## config.mk

```make
export PLATFORM = sky130hd
export DESIGN_NAME = fifo_rd_packer_flat
export DESIGN_NICKNAME = d
export VERILOG_FILES = /design/src/rtl/fifo_rd_packer_if.sv /design/src/rtl/fifo_rd_packer.sv /design/src/flat_wrapper.sv
export SDC_FILE = /design/constraint.sdc
export NUM_CORES = 1
export LEC_CHECK = 0
export BUFFER_PORTS_ARGS = -buffer_cell sky130_fd_sc_hd__buf_2
export CAP_MARGIN = 20
export CORE_MARGIN = 10
export CORE_UTILIZATION = 50
export CTS_CLUSTER_SIZE = 20
export DETAILED_ROUTE_END_ITERATION = 10
export GPL_TIMING_DRIVEN = 0
export PLACE_DENSITY = 0.73
export SYNTH_ARGS = -nofsm -noshare
export SYNTH_HDL_FRONTEND = slang
export SYNTH_SLANG_ARGS = --single-unit
```

## constraint.sdc

```tcl
create_clock -name rclk -period 4.54 [get_ports rclk]
set_input_delay 0 -clock rclk [delete_from_list [all_inputs] [get_ports rclk]]
set_output_delay 0 -clock rclk [all_outputs]
set_load 0.005 [all_outputs]
```

## src/rtl/fifo_rd_packer_if.sv

```systemverilog
// FIFO read-side and packed-word stream signals of fifo_rd_packer.
// master = packer side, slave = FIFO/downstream side.
interface fifo_rd_packer_if;
  logic [7:0]  read_data;
  logic        rempty;
  logic        rinc;
  logic        flush;
  logic [31:0] m_data;
  logic [3:0]  m_keep;
  logic        m_valid;
  logic        m_ready;
  logic [15:0] pop_count;

  modport master (
    input  read_data, rempty, flush, m_ready,
    output rinc, m_data, m_keep, m_valid, pop_count
  );

  modport slave (
    output read_data, rempty, flush, m_ready,
    input  rinc, m_data, m_keep, m_valid, pop_count
  );
endinterface

```

## src/rtl/fifo_rd_packer.sv

```systemverilog
// Packs FWFT FIFO bytes into 4-lane words; word valid the edge after the 4th pop, flush emits a partial word.
// Backpressure: a held output word stalls popping only at the 4th byte; flush waits for a free output stage.
module fifo_rd_packer #(
  parameter int BYTES = 4
) (
  input  logic       rclk,
  input  logic       rrst_n,
  fifo_rd_packer_if.master bus
);

  typedef enum logic {COLLECT, FLUSH} state_t;

  state_t              state, state_n;
  logic [1:0]          idx, idx_n;
  logic [23:0]         acc, acc_n;
  logic [8*BYTES-1:0]  data_n;
  logic [BYTES-1:0]    keep_n;
  logic                valid_n;
  logic [15:0]         cnt_n;
  logic [3:0]          part_mask;
  logic                rst_sync;
  logic                out_free;
  logic                pop;

  // Single stage so the first pop can land on the 2nd edge after release.
  always_ff @(posedge rclk or negedge rrst_n) begin
    if (!rrst_n) rst_sync <= 1'b0;
    else         rst_sync <= 1'b1;
  end

  assign out_free = !bus.m_valid || bus.m_ready;
  assign pop      = rst_sync && (state == COLLECT) && !bus.rempty &&
                    ((idx != 2'd3) || out_free);
  assign bus.rinc = pop;

  always_comb begin
    part_mask = 4'b0000;
    case (idx)
      2'd1:    part_mask = 4'b0001;
      2'd2:    part_mask = 4'b0011;
      2'd3:    part_mask = 4'b0111;
      default: part_mask = 4'b0000;
    endcase
  end

  always_comb begin
    state_n = state;
    idx_n   = idx;
    acc_n   = acc;
    data_n  = bus.m_data;
    keep_n  = bus.m_keep;
    valid_n = bus.m_valid && !bus.m_ready;
    cnt_n   = bus.pop_count + {15'd0, pop};
    case (state)
      COLLECT: begin
        if (pop) begin
          case (idx)
            2'd0: acc_n[7:0]   = bus.read_data;
            2'd1: acc_n[15:8]  = bus.read_data;
            2'd2: acc_n[23:16] = bus.read_data;
            default: begin
              data_n  = {bus.read_data, acc};
              keep_n  = 4'hF;
              valid_n = 1'b1;
              acc_n   = 24'd0;
            end
          endcase
          idx_n = idx + 2'd1;
        end
        if (bus.flush) state_n = FLUSH;
      end
      FLUSH: begin
        if (idx == 2'd0) begin
          state_n = COLLECT;
        end else if (out_free) begin
          // Lanes at or above idx are still zero since the last word cleared acc.
          data_n  = {8'h00, acc};
          keep_n  = part_mask;
          valid_n = 1'b1;
          idx_n   = 2'd0;
          acc_n   = 24'd0;
          state_n = COLLECT;
        end
      end
      default: state_n = COLLECT;
    endcase
  end

  always_ff @(posedge rclk or negedge rrst_n) begin
    if (!rrst_n) begin
      state         <= COLLECT;
      idx           <= 2'd0;
      acc           <= 24'd0;
      bus.m_data    <= '0;
      bus.m_keep    <= '0;
      bus.m_valid   <= 1'b0;
      bus.pop_count <= 16'd0;
    end else begin
      state         <= state_n;
      idx           <= idx_n;
      acc           <= acc_n;
      bus.m_data    <= data_n;
      bus.m_keep    <= keep_n;
      bus.m_valid   <= valid_n;
      bus.pop_count <= cnt_n;
    end
  end

endmodule

```

## src/flat_wrapper.sv

```systemverilog
// flat-port wrapper written by rule: the top's interface ports become plain ports
module fifo_rd_packer_flat 
#(
  parameter int BYTES = 4
)
  (rclk, rrst_n, bus_read_data, bus_rempty, bus_flush, bus_m_ready, bus_rinc, bus_m_data, bus_m_keep, bus_m_valid, bus_pop_count);
  fifo_rd_packer_if bus_i ();
  input  logic rclk;
  input  logic rrst_n;
  input wire logic [$bits(bus_i.read_data)-1:0] bus_read_data;
  input wire logic [$bits(bus_i.rempty)-1:0] bus_rempty;
  input wire logic [$bits(bus_i.flush)-1:0] bus_flush;
  input wire logic [$bits(bus_i.m_ready)-1:0] bus_m_ready;
  output wire logic [$bits(bus_i.rinc)-1:0] bus_rinc;
  output wire logic [$bits(bus_i.m_data)-1:0] bus_m_data;
  output wire logic [$bits(bus_i.m_keep)-1:0] bus_m_keep;
  output wire logic [$bits(bus_i.m_valid)-1:0] bus_m_valid;
  output wire logic [$bits(bus_i.pop_count)-1:0] bus_pop_count;
  assign bus_i.read_data = bus_read_data;
  assign bus_i.rempty = bus_rempty;
  assign bus_i.flush = bus_flush;
  assign bus_i.m_ready = bus_m_ready;
  assign bus_rinc = bus_i.rinc;
  assign bus_m_data = bus_i.m_data;
  assign bus_m_keep = bus_i.m_keep;
  assign bus_m_valid = bus_i.m_valid;
  assign bus_pop_count = bus_i.pop_count;
  fifo_rd_packer #(.BYTES(BYTES)) u_core (.rclk(rclk), .rrst_n(rrst_n), .bus(bus_i));
endmodule
```

### Word-level counts from Yosys, hierarchy flattened

Index checks and enable logic that the tools add are counted.
Widths: inputs -> output; s select.

| word-level totals | value |
|---|---|
| bits in registers | 81 |

| operators by class | value |
|---|---|
| $add $sub $neg | 2 |
| equal/unequal tests | 11 |
| mux-type cells | 31 |
| bitwise gates (word level) | 1 |
| reductions and logical operators | 19 |

Operators by type and width:

| cell | number |
|---|---|
| $mux 32 | 4 |
| $mux 24 | 3 |
| $pmux 32 s2 | 1 |
| $pmux 24 s2 | 1 |
| $pmux 8 s2 | 3 |
| $add 16x1->16 | 1 |
| $mux 4 | 4 |
| $reduce_and 4->1 | 4 |
| $ne 2x2->1 const B | 7 |
| $pmux 3 s3 | 1 |
| $pmux 4 s2 | 1 |
| $mux 1 | 7 |
| $mux 2 | 3 |
| $reduce_or 2->1 | 3 |
| $eq 2x2->1 const B | 2 |
| $logic_and 1x1->1 | 4 |
| $pmux 1 s2 | 2 |
| $pmux 2 s2 | 1 |
| $logic_not 1->1 | 3 |
| $reduce_and 3->1 | 1 |
| $reduce_or 3->1 | 1 |
| $add 2x1->2 const B | 1 |
| $eq 2x1->1 const B | 1 |
| $logic_not 2->1 | 1 |
| other kinds (3) | 4 |

### Depth between registers and ports, before layout

Gate-level depths: netlist (run 1).

| depth | value |
|---|---|
| depth after elaboration | 6 |
| depth in mapped cells | 8 |
| mapped depth without buffers | 7 |

### Worst setup path after synthesis (run 1)

No wires, ideal clock.

| timing path | value |
|---|---|
| kind | register to register |
| from | register u_core.idx[0] |
| to | register u_core.bus.m_data[10] |
| library setup time | 0.125 ns |
| arrival | 1.645 ns |
| required time | 4.415 ns |
| slack | 2.770 ns |
| stages on the path, launching flop included | 6 |
| path buffers | 1 |
| clock period less this slack | 1.770 ns |
| path through | dfrtp_1 > ha_1 > and4bb_1 > o21ai_4 > buf_6 > mux2_2 |

| between the ends | value |
|---|---|
| cells in the longest elaborated chain, start to end | 5 |
| elaborated cells between the ends (all ways) | 11 |
| those cells by class | 6 x eq/ne; 5 x reduce/logical |

Ends and longest elaborated chain:

| element | RTL line | RTL |
|---|---|---|
| from (decl) | fifo_rd_packer.sv:14 | `logic [1:0] idx, idx_n;` |
| from (signal assigned) | fifo_rd_packer.sv:100 | `idx <= idx_n;` |
| $ne 2x2->1 | fifo_rd_packer.sv:33 | `((idx != 2'd3) \|\| out_free);` |
| $logic_or 1x1->1 | fifo_rd_packer.sv:33 |  |
| $logic_and 1x1->1 | fifo_rd_packer.sv:32 | `assign pop = rst_sync && (state == COLLECT) && !bus.rempty &&` |
| $ne 2x1->1 (no line) | - |  |
| $reduce_and 4->1 (no line) (*) | - |  |
| to (signal assigned) | fifo_rd_packer.sv:102 | `bus.m_data <= data_n;` |
| to (decl) | fifo_rd_packer_if.sv:16 | `output rinc, m_data, m_keep, m_valid, pop_count` |

Mark *: on every way between the ends. The rest lies on a longest branch, timed or not.
A chain may end at the register's enable or synchronous reset.

### Final worst setup path (run 1)

| timing path | value |
|---|---|
| from | register u_core.idx[0] |
| to | register u_core.bus.pop_count[14] |

| between the ends | value |
|---|---|
| cells in the longest elaborated chain, start to end | 4 |

Ends and longest elaborated chain:

| element | RTL line | RTL |
|---|---|---|
| $ne 2x2->1 | fifo_rd_packer.sv:33 |  |
| $logic_or 1x1->1 | fifo_rd_packer.sv:33 |  |
| $logic_and 1x1->1 | fifo_rd_packer.sv:32 |  |
| $add 16x1->16 | fifo_rd_packer.sv:53 | `cnt_n = bus.pop_count + {15'd0, pop};` |
| via u_core.cnt_n[14] | fifo_rd_packer.sv:19 | `logic [15:0] cnt_n;` |
| to (signal assigned) | fifo_rd_packer.sv:105 | `bus.pop_count <= cnt_n;` |
| to (decl) | fifo_rd_packer_if.sv:16 |  |

The timed path passes the listed nets, and every way through them passes these cells.

==> impl_metrics.csv, run 1 <==
group,metric,value,unit
status,status,"complete, no violations",
grt,grt_pass1_wl,12800,µm
floorplanning,io_pins,67,
power_and_ir_drop,seq_power_share,0.426,
clocking,clk_latency,0.36,ns
sta,drv_slew,0,
worst_setup_path,path_cells,"ha_1 -> nand3b_1 -> and3_1 -> ha_1 -> nand2_1 -> nor3_1 -> xor2_1",
final_layout,areaGrowthSynthToFinish,23.5,%
grt,grt_usage,0.156,
sta,grt_setup_unrepaired,"false",
sta,worst_clock_skew,0.00962,ns
worst_setup_path,crit_slowest_cell,"dfrtp_1",
sta,post-route-period-util,0.466,
worst_setup_path,cp_data_arrival_time,2.41,ns
routing,num_vias,2415,
final_layout,drive_above_1_share,0.321,
power_and_ir_drop,peakVddDrop,307,µV
clocking,clock-sinks,81,
grt,antenna_found_initial,0,
power_and_ir_drop,internal_power,1.70,mW
worst_setup_path,r2r_setup_slack,2.42,ns
power_and_ir_drop,switching_share,0.326,
hold_path,hold_depth,4,
synth,yosysSeqAreaShare,0.597,
worst_setup_path,reg2reg_from,"u_core.idx[0]$_DFFE_PN0P_",
synth,netlist.area_leader.share,0.597,
grt,grt.overflow.total,0,
synth,synth-seq-cells,81,
clocking,cts_buffer_depth,2,
routing,via_per_inst,5.35,
routing,dr.pass1.iters,4,
grt,grt_pass1_vias,2508,
sta,tns,0,ns
worst_setup_path,crit_start,"u_core.idx[0]$_DFFE_PN0P_",
placed_design,dp_slack,2.46,ns
floorplanning,fp.coreArea,0.00646,mm²
final_layout,final_nets,388,
final_layout,n_antenna_cell,0,
synth,ys_top_cells_by_area,"dfrtp_1 60%, mux2_2 8.3%, a32o_1 5.3%",
power_and_ir_drop,p_total,2.53,mW
routing,drtIter0Drc,81,
worst_setup_path,max_stage_delay,0.44,ns
power_and_ir_drop,pwr-share-comb,0.319,
placed_design,place.gp.congestion,0.806,
synth,synth_ff_type,"dfrtp_1",
worst_setup_path,crit_required,4.83,ns
sta,hold_violations,0,
sta,worst_slew_pin_slew,0.577,ns
flow_run,cap_violations,0,
clocking,clkSlewWorstSetupHoldPaths,0.09,ns
floorplanning,fp.dieArea,0.0105,mm²
placed_design,portBuffers,66,
routing,routed_wl,7780,µm
floorplanning,fp.dieH,102,µm
synth,synth_fp_nets,300,
synth,synthArstFlopShare,1.00,
worst_setup_path,cp-start-kind,"flop",
power_and_ir_drop,clockPowerShare,0.255,
routing,routedWlPerCell,17.2,µm
worst_setup_path,cp_max_fo,6,
worst_setup_path,r2r_end,"u_core.bus.pop_count[14]$_DFF_PN0_",
worst_setup_path,critical_path_class,"flop to flop",
worst_setup_path,end_kind,"flop",
power_and_ir_drop,p_leak,2.19,nW
synth,syn_avg_cell_area,12.1,µm²
placed_design,place_area,0.00384,mm²
floorplanning,rows,29,
final_layout,nFillCells,517,
power_and_ir_drop,powerDensity,604,mW/mm²
power_and_ir_drop,switching_power,0.826,mW
synth,synth_area,0.00339,mm²
routing,drc,0,
clocking,htree_num_levels,3,
synth,synth-warning-count,0,
sta,finalCriticalPeriod,2.12,ns
grt,grt_max_degree,45,
hold_path,holdCritPathClass,"input pin to flop",
final_layout,finalInstanceArea,0.00419,mm²
synth,syn_inst,281,
sta,hold_ws,0.0206,ns
sta,slew_headroom,0.614,
clocking,cts_root_buf,"clkbuf_8",
worst_setup_path,crit_top_cell,"ha_1",
placed_design,dp_hpwl,5640,µm
floorplanning,die_x,102,µm
synth,ys_types,33,
clocking,post_cts_buffers,0,
sta,timing.final.ws_setup,2.42,ns
sta,fmax,473,MHz
sta,finalSetupViolations,0,
floorplanning,initial_core_util,0.526,
worst_setup_path,crit_path_end,"u_core.bus.pop_count[14]$_DFF_PN0_",
worst_setup_path,reg2reg_depth,7,
synth,yosys.area.top_type,"dfrtp_1",
routing,detail-route-antenna-nets,0,
synth,synth-edff-count,0,
clocking,cts_made_buffers,9,
clocking,cts_tree,"yes",
-- worst min-delay path by stage --
stage | start | endpoint | slack, ns
final | bus_rempty | u_core.bus.m_valid$_DFF_PN0_ | 0.02
after global routing | bus_rempty | u_core.bus.m_valid$_DFF_PN0_ | 0.06
after CTS | bus_rempty | u_core.bus.m_valid$_DFF_PN0_ | 0.03
after detailed placement | rrst_n | u_core.bus.m_data[1]$_DFFE_PN0P_ | -0.0007
after global placement | bus_read_data[3] | u_core.bus.m_data[27]$_DFFE_PN0P_ | 0.24
after floorplan | rrst_n | u_core.acc[0]$_DFFE_PN0P_ | -0.30
-- sequential cells by signal, summed over array words and instances, names as in the netlist --
name / flops
u_core.acc: 24
u_core.bus.pop_count: 16
u_core.rst_sync: 1
u_core.bus.m_data: 32
u_core.bus.m_valid: 1
u_core.bus.m_keep: 4
u_core.idx: 2
u_core.state: 1
-- cell type report --
class	count	area, µm²	area share
timing repair buffer	77	453	0.108
tap	77	96.3	0.0230
clock inverter	7	124	0.0296
inverter	7	26.3	0.00627
clock buffer	9	124	0.0296
sequential	81	2030	0.484
multi-input combinational	180	1260	0.301
buffer	13	81.3	0.0194
-- power by group through the flow --
stage                     sequential (mW)  clock [mW]  combinational [mW]
after global placement               1.08           0               0.786
after global routing                 1.11       0.680               0.905
after floorplan                      1.09           0               0.481
final                                1.08       0.645               0.807
after CTS                            1.08       0.654               0.824
after detailed placement             1.09           0               0.813
-- cell usage after synthesis (6+ instances only) --
cell type and n:
dfrtp_1 81, nand2_1 43, mux2_2 25, a32o_1 18, nand3_1 14, nor2_1 11
nor2b_1 10, o21ai_0 8, xnor2_1 8, inv_1 7, xor2_1 7, ha_1 6
-- metal layers --
layer  GRT usage  part of all wire
met1       0.189              0.45
met2       0.256              0.48
met3      0.0479             0.053
met4      0.0629             0.013
met5           0                 0
-- cells in the final DEF, fill, tap and decap left out, types with 5 or more instances in the layout --
cell type	count
nand2_1	43
xor2_1	7
dlygate4sd3_1	10
inv_1	7
nor2b_1	10
buf_2	70
dfrtp_1	81
xnor2_1	8
nand2b_1	5
mux2_2	25
ha_1	6
clkbuf_8	9
nand3_1	14
o21ai_0	8
nor2_1	11
a32o_1	18
-- cells by family after synthesis --
| family | Yosys count | share of synthesized area |
|---|---|---|
| AOI/OAI and AO/OA | 34 | 0.0833 |
| xor gates and xnor gates | 15 | 0.0387 |
| adders and majority gates | 6 | 0.0221 |
| buffers and inverters | 20 | 0.0317 |
| DFF | 81 | 0.597 |
| muxes | 25 | 0.0829 |
| other | 1 | 0.00110 |
| and+or+nand+nor | 99 | 0.143 |
-- stage by stage --
step	std cells	utilization
2_1_floorplan	281	-
3_3_place_gp	424	0.592
3_5_place_dp	425	0.595
4_1_cts	451	0.649
5_1_grt	451	0.649
6_report	451	0.649
-- critical path: cells and delay by family (launching register included) --
kind                       cells  cell delay, ns
xor gates and xnor gates       1            0.17
DFF                            1            0.44
and+or+nand+nor                4            0.88
adders and majority gates      2            0.56
-- what timing repair did --
action	in CTS	in global routing
hold buffers	10	0
hold endpoints to repair	54	0
gates resized for setup	0	0
No activity file was read; power rests on OpenSTA's default activity.
==> inputs of run 2 (changes only) <==
--- a/config.mk
+++ b/config.mk
@@ -8,11 +8,11 @@
 export BUFFER_PORTS_ARGS = -buffer_cell sky130_fd_sc_hd__buf_2
 export CAP_MARGIN = 20
 export CORE_MARGIN = 10
-export CORE_UTILIZATION = 50
+export CORE_UTILIZATION = 49
 export CTS_CLUSTER_SIZE = 20
 export DETAILED_ROUTE_END_ITERATION = 10
 export GPL_TIMING_DRIVEN = 0
-export PLACE_DENSITY = 0.73
+export PLACE_DENSITY = 0.75
 export SYNTH_ARGS = -nofsm -noshare
 export SYNTH_HDL_FRONTEND = slang
 export SYNTH_SLANG_ARGS = --single-unit
==> constraint.sdc (replaced) <==
create_clock -name rclk -period 1.8 [get_ports rclk]
set_input_delay 0 -clock rclk [delete_from_list [all_inputs] [get_ports rclk]]
set_output_delay 0 -clock rclk [all_outputs]
set_load 0.005 [all_outputs]
==> impl_metrics.csv, run 2 (synthesis results as in run 1) <==
group,metric,value,unit
grt,grt_pass1_wl,12800,µm
clocking,clock-sinks,81,
final_layout,mostFrequentLayoutCell,"dfrtp_1",
final_layout,areaGrowthSynthToFinish,32.2,%
placed_design,dp_slack,-0.257,ns
clocking,cts_made_buffers,9,
floorplanning,fp.coreArea,0.00676,mm²
hold_path,min_from,"bus_rempty",
placed_design,dp_hpwl,5530,µm
routing,routedWlPerCell,17.1,µm
sta,grt_setup_unrepaired,"true",
power_and_ir_drop,powerDensity,1460,mW/mm²
floorplanning,fp.dieH,103,µm
worst_setup_path,r2r_setup_slack,-0.07,ns
power_and_ir_drop,p_leak,2.37,nW
status,status,"finished, violations left",
hold_path,holdPathEnd,"u_core.bus.pop_count[0]$_DFF_PN0_",
power_and_ir_drop,internal_power,4.32,mW
routing,routed_wl,8150,µm
sta,fmax,534,MHz
power_and_ir_drop,pwr-share-comb,0.377,
flow_run,cap_violations,0,
floorplanning,io_pins,67,
placed_design,place_area,0.00385,mm²
hold_path,hold_depth,5,
routing,dr.pass1.iters,4,
floorplanning,initial_core_util,0.502,
final_layout,final_cell_mix,"81 x dfrtp_1, 68 x buf_2, 41 x nand2_1",
clocking,cts_root_buf,"clkbuf_8",
sta,hold_violations,0,
worst_setup_path,reg2reg_from,"u_core.idx[1]$_DFFE_PN0P_",
sta,slew_headroom,0.623,
worst_setup_path,cp-start-kind,"flop",
power_and_ir_drop,clockPowerShare,0.205,
worst_setup_path,reg2reg_depth,7,
floorplanning,die_x,103,µm
final_layout,fin_cells,478,
sta,finalSetupViolations,15,
hold_path,holdCritPathClass,"input pin to flop",
power_and_ir_drop,switching_share,0.339,
worst_setup_path,critical_path.top_delay_family,"compound AO/OA/AOI/OAI gates",
worst_setup_path,cp_max_fo,7,
final_layout,n_antenna_cell,0,
status,violations,"negative setup slack",
worst_setup_path,r2r_end,"u_core.acc[10]$_DFFE_PN0P_",
worst_setup_path,end_kind,"flop",
clocking,cts_tree,"yes",
power_and_ir_drop,peakVddDrop,808,µV
final_layout,finalInstanceArea,0.00449,mm²
power_and_ir_drop,seq_power_share,0.418,
grt,grt_pass1_vias,2529,
power_and_ir_drop,p_total,6.54,mW
grt,grt.overflow.total,0,
final_layout,largest_register_ffs,32,
routing,drtIter0Drc,127,
sta,worst_slew_pin_slew,0.564,ns
floorplanning,fp.dieArea,0.0107,mm²
clocking,htree_num_levels,3,
final_layout,drive_above_1_share,0.405,
worst_setup_path,path_cells,"ha_4 -> nand3b_1 -> buf_4 -> a32o_2 -> buf_6 -> buf_12 -> a32o_1",
worst_setup_path,crit_required,2.04,ns
routing,detail-route-antenna-nets,0,
clocking,clk_latency,0.35,ns
grt,antenna_found_initial,0,
clocking,clkSlewWorstSetupHoldPaths,0.08,ns
sta,drv_slew,0,
sta,hold_ws,0.121,ns
grt,grt_usage,0.155,
worst_setup_path,critical_path_buf_inv_count,3,
sta,post-route-period-util,1.04,
worst_setup_path,critical_path_class,"flop to flop",
routing,via_per_inst,5.34,
worst_setup_path,max_stage_delay,0.43,ns
final_layout,nFillCells,525,
sta,timing.final.ws_setup,-0.0736,ns
clocking,cts_buffer_depth,2,
sta,worst_clock_skew,0.00976,ns
routing,drc,0,
grt,grt_max_degree,51,
worst_setup_path,crit_slowest_cell,"dfrtp_1",
placed_design,place.gp.congestion,0.804,
placed_design,dpl.cell_count,428,
final_layout,final_nets,412,
placed_design,portBuffers,66,
sta,finalCriticalPeriod,1.87,ns
final_layout,reg_top3,"u_core.bus.m_data (32), u_core.acc (24), u_core.bus.pop_count (16)",
worst_setup_path,cp_data_arrival_time,2.11,ns
power_and_ir_drop,switching_power,2.22,mW
floorplanning,rows,30,
final_layout,top_register,"u_core.bus.m_data",
routing,num_vias,2554,
==> run 2: through the flow <==
step                       util  setup TNS (ns)
after floorplan               -               0
after global placement    0.566           -4.72
after detailed placement  0.571           -5.98
after CTS                 0.634          -0.317
after global routing      0.664           -1.98
final                     0.664          -0.286
==> run 2: per-layer routing <==
layer	global-route usage	vias to the layer above	part of all wire
met1	0.194	1271	0.42
li1	-	1204	-
met2	0.251	69	0.51
met3	0.0405	10	0.058
met4	0.0620	0	0.016
met5	0	-	0
==> run 2: how the worst max path moves through the flow <==
| stage | slack (ns) | from | endpoint | cells past startpoint |
|---|---|---|---|---|
| floorplan | 0.03 | u_core.idx[0]$_DFFE_PN0P_ | u_core.bus.m_data[10]$_DFFE_PN0P_ | 5 |
| global placement | -0.21 | u_core.idx[0]$_DFFE_PN0P_ | u_core.bus.pop_count[14]$_DFF_PN0_ | 7 |
| detailed placement | -0.26 | u_core.idx[0]$_DFFE_PN0P_ | u_core.bus.pop_count[14]$_DFF_PN0_ | 7 |
| CTS | -0.06 | u_core.idx[0]$_DFFE_PN0P_ | u_core.acc[4]$_DFFE_PN0P_ | 6 |
| global route | -0.11 | u_core.idx[0]$_DFFE_PN0P_ | u_core.acc[10]$_DFFE_PN0P_ | 7 |
| finish | -0.07 | u_core.idx[1]$_DFFE_PN0P_ | u_core.acc[10]$_DFFE_PN0P_ | 7 |
==> run 2: power groups by stage <==
stage | Clock (mW) | Sequential, mW | Combinational, mW
detailed placement | 0 | 2.76 | 2.04
global placement | 0 | 2.73 | 2.00
global route | 1.46 | 2.81 | 2.71
CTS | 1.37 | 2.71 | 2.26
floorplan | 0 | 2.74 | 1.21
finish | 1.34 | 2.74 | 2.46
==> run 2: repair_timing <==
| action | in CTS | in global routing |
|---|---|---|
| endpoints found under the setup margin | 59 | 65 |
| cloned | 2 | 0 |
| gates resized for setup | 11 | 24 |
| hold endpoints to repair | 98 | 0 |
| buffers inserted | 10 | 12 |
| hold buffers | 10 | 0 |
| pin swaps | 4 | 9 |
==> run 2: area by class of cell <==
| class | instances | area (µm²) | area share |
|---|---|---|---|
| Clock buffer | 9 | 124 | 0.0276 |
| Multi-Input combinational cell | 180 | 1360 | 0.303 |
| Timing Repair Buffer | 101 | 667 | 0.149 |
| Inverter | 7 | 26.3 | 0.00585 |
| Buffer | 13 | 106 | 0.0237 |
| Sequential cell | 81 | 2030 | 0.452 |
| Tap cell | 80 | 100 | 0.0223 |
| Clock inverter | 7 | 77.6 | 0.0173 |
==> run 2: worst reg2reg max path, stage by stage, from the launching register on <==
cell and delay [ns]:
dfrtp_1 0.43, ha_4 0.19, nand3b_1 0.18, buf_4 0.20
a32o_2 0.26, buf_6 0.12, buf_12 0.12, a32o_1 0.25
==> inputs of run 3 (changes only) <==
--- a/config.mk
+++ b/config.mk
@@ -8,11 +8,11 @@
 export BUFFER_PORTS_ARGS = -buffer_cell sky130_fd_sc_hd__buf_2
 export CAP_MARGIN = 20
 export CORE_MARGIN = 10
-export CORE_UTILIZATION = 49
+export CORE_UTILIZATION = 25
 export CTS_CLUSTER_SIZE = 20
 export DETAILED_ROUTE_END_ITERATION = 10
+export GPL_ROUTABILITY_DRIVEN = 0
 export GPL_TIMING_DRIVEN = 0
-export PLACE_DENSITY = 0.75
 export SYNTH_ARGS = -nofsm -noshare
 export SYNTH_HDL_FRONTEND = slang
 export SYNTH_SLANG_ARGS = --single-unit
==> impl_metrics.csv, run 3 (synthesis results as in run 1) <==
group,metric,value,unit
status,status,"finished, violations left",
status,violations,"negative setup slack",
floorplanning,fp.coreArea,0.0133,mm²
power_and_ir_drop,pwr-share-comb,0.336,
power_and_ir_drop,seq_power_share,0.401,
worst_setup_path,crit_slowest_cell,"dfrtp_1",
sta,worst_slew_pin_slew,0.550,ns
final_layout,mostFrequentLayoutCell,"dfrtp_1",
grt,grt_usage,0.0942,
sta,drv_slew,0,
sta,tns,-0.234,ns
routing,drtIter0Drc,140,
flow_run,cap_violations,0,
floorplanning,io_pins,67,
worst_setup_path,path_cells,"ha_4 -> buf_4 -> and4bb_1 -> o21ai_4 -> buf_6 -> mux2_2",
final_layout,drive_above_1_share,0.391,
clocking,clk_latency,0.33,ns
grt,grt_max_degree,46,
routing,dr.pass1.iters,4,
power_and_ir_drop,p_total,6.84,mW
sta,post-route-period-util,1.01,
sta,slew_headroom,0.632,
final_layout,final_nets,405,
final_layout,top_register,"u_core.bus.m_data",
final_layout,finalInstanceArea,0.00460,mm²
final_layout,n_antenna_cell,0,
routing,routedWlPerCell,15.3,µm
clocking,cts_made_buffers,9,
floorplanning,fp.dieH,137,µm
final_layout,areaGrowthSynthToFinish,35.5,%
routing,drc,0,
worst_setup_path,critical_path_buf_inv_count,2,
worst_setup_path,cp-start-kind,"flop",
grt,antenna_found_initial,0,
worst_setup_path,critical_path_class,"flop to flop",
routing,via_per_inst,4.39,
clocking,cts_buffer_depth,2,
worst_setup_path,cp_max_fo,10,
power_and_ir_drop,switching_share,0.321,
final_layout,largest_register_ffs,32,
clocking,htree_num_levels,3,
hold_path,holdCritPathClass,"input pin to async pin",
sta,timing.final.ws_setup,-0.0192,ns
sta,hold_violations,0,
placed_design,place_area,0.00397,mm²
power_and_ir_drop,clockPowerShare,0.263,
floorplanning,rows,42,
worst_setup_path,critical_path.top_delay_family,"flip-flops",
floorplanning,die_x,137,µm
clocking,clkSlewWorstSetupHoldPaths,0.06,ns
worst_setup_path,end_kind,"flop",
sta,finalSetupViolations,16,
sta,grt_setup_unrepaired,"true",
sta,finalCriticalPeriod,1.82,ns
grt,grt_pass1_vias,2601,
power_and_ir_drop,p_leak,2.31,nW
power_and_ir_drop,switching_power,2.19,mW
power_and_ir_drop,peakVddDrop,546,µV
placed_design,dp_slack,-0.322,ns
placed_design,dp_hpwl,6290,µm
routing,num_vias,2482,
sta,fmax,550,MHz
clocking,clock-sinks,81,
worst_setup_path,crit_required,2.02,ns
sta,worst_clock_skew,0.00676,ns
clocking,cts_root_buf,"clkbuf_16",
floorplanning,fp.dieArea,0.0186,mm²
worst_setup_path,cp_data_arrival_time,2.04,ns
worst_setup_path,max_stage_delay,0.43,ns
final_layout,nFillCells,1321,
routing,detail-route-antenna-nets,0,
floorplanning,initial_core_util,0.255,
grt,grt_pass1_wl,13800,µm
routing,routed_wl,8670,µm
placed_design,portBuffers,66,
final_layout,reg_top3,"u_core.bus.m_data (32), u_core.acc (24), u_core.bus.pop_count (16)",
clocking,cts_tree,"yes",
final_layout,final_cell_mix,"81 x dfrtp_1, 69 x buf_2, 41 x nand2_1",
grt,grt.overflow.total,0,
power_and_ir_drop,powerDensity,1490,mW/mm²
final_layout,utilization,0.346,
power_and_ir_drop,internal_power,4.64,mW
run 3: repair_timing:
item	in CTS	in global routing
pin swaps	4	4
buffers inserted	8	7
hold buffers	10	0
endpoints found under the setup margin	59	66
resized for setup	9	21
endpoints found under the hold margin	53	0
gates cloned	0	2
run 3: layout make-up:
cell class,instances,area [µm²],share of cell area
Buffer,13,105,0.0229
Clock buffer,10,239,0.0520
Clock inverter,4,53.8,0.0117
Inverter,7,26.3,0.00571
Multi-Input combinational cell,180,1350,0.293
Sequential cell,81,2030,0.441
Tap cell,176,220,0.0479
Timing Repair Buffer,94,579,0.126
run 3: per-layer routing:
metal / vias to the layer above / GRT usage / routed length, µm
li1: 1179 / - / -
met1: 1232 / 0.115 / 3850
met2: 65 / 0.147 / 4080
met3: 6 / 0.0385 / 670
met4: 0 / 0.0320 / 76
met5: - / 0 / 0
run 3: path summary, 6_finish.rpt:
path	start	endpoint	slack, ns	cells after the start
min in group rclk	bus_m_ready	u_core.bus.m_valid$_DFF_PN0_	0.23	4
worst min-delay path	rrst_n	u_core.bus.m_data[10]$_DFFE_PN0P_	0.18	2
max in group asynchronous	rrst_n	u_core.bus.m_data[5]$_DFFE_PN0P_	1.01	3
worst max-delay path	u_core.idx[0]$_DFFE_PN0P_	u_core.bus.m_data[21]$_DFFE_PN0P_	-0.02	6
worst min register to register	u_core.bus.pop_count[15]$_DFF_PN0_	u_core.bus.pop_count[15]$_DFF_PN0_	0.46	1
worst max register to register	u_core.idx[0]$_DFFE_PN0P_	u_core.bus.m_data[21]$_DFFE_PN0P_	-0.02	6
run 3: through the flow:
stage | std cells | hold slack, ns
floorplan | 281 | -0.296
CTS | 556 | 0.141
detailed placement | 524 | 0.000910
finish | 565 | 0.175
global placement | 523 | 0.253
global route | 565 | 0.230
run 3: power groups by stage:
| stage | sequential, mW | combinational, mW | clock, mW |
|---|---|---|---|
| CTS | 2.75 | 2.20 | 1.86 |
| global placement | 2.74 | 2.03 | 0 |
| detailed placement | 2.77 | 2.08 | 0 |
| floorplan | 2.74 | 1.21 | 0 |
| global route | 2.83 | 2.57 | 1.95 |
| finish | 2.74 | 2.30 | 1.80 |
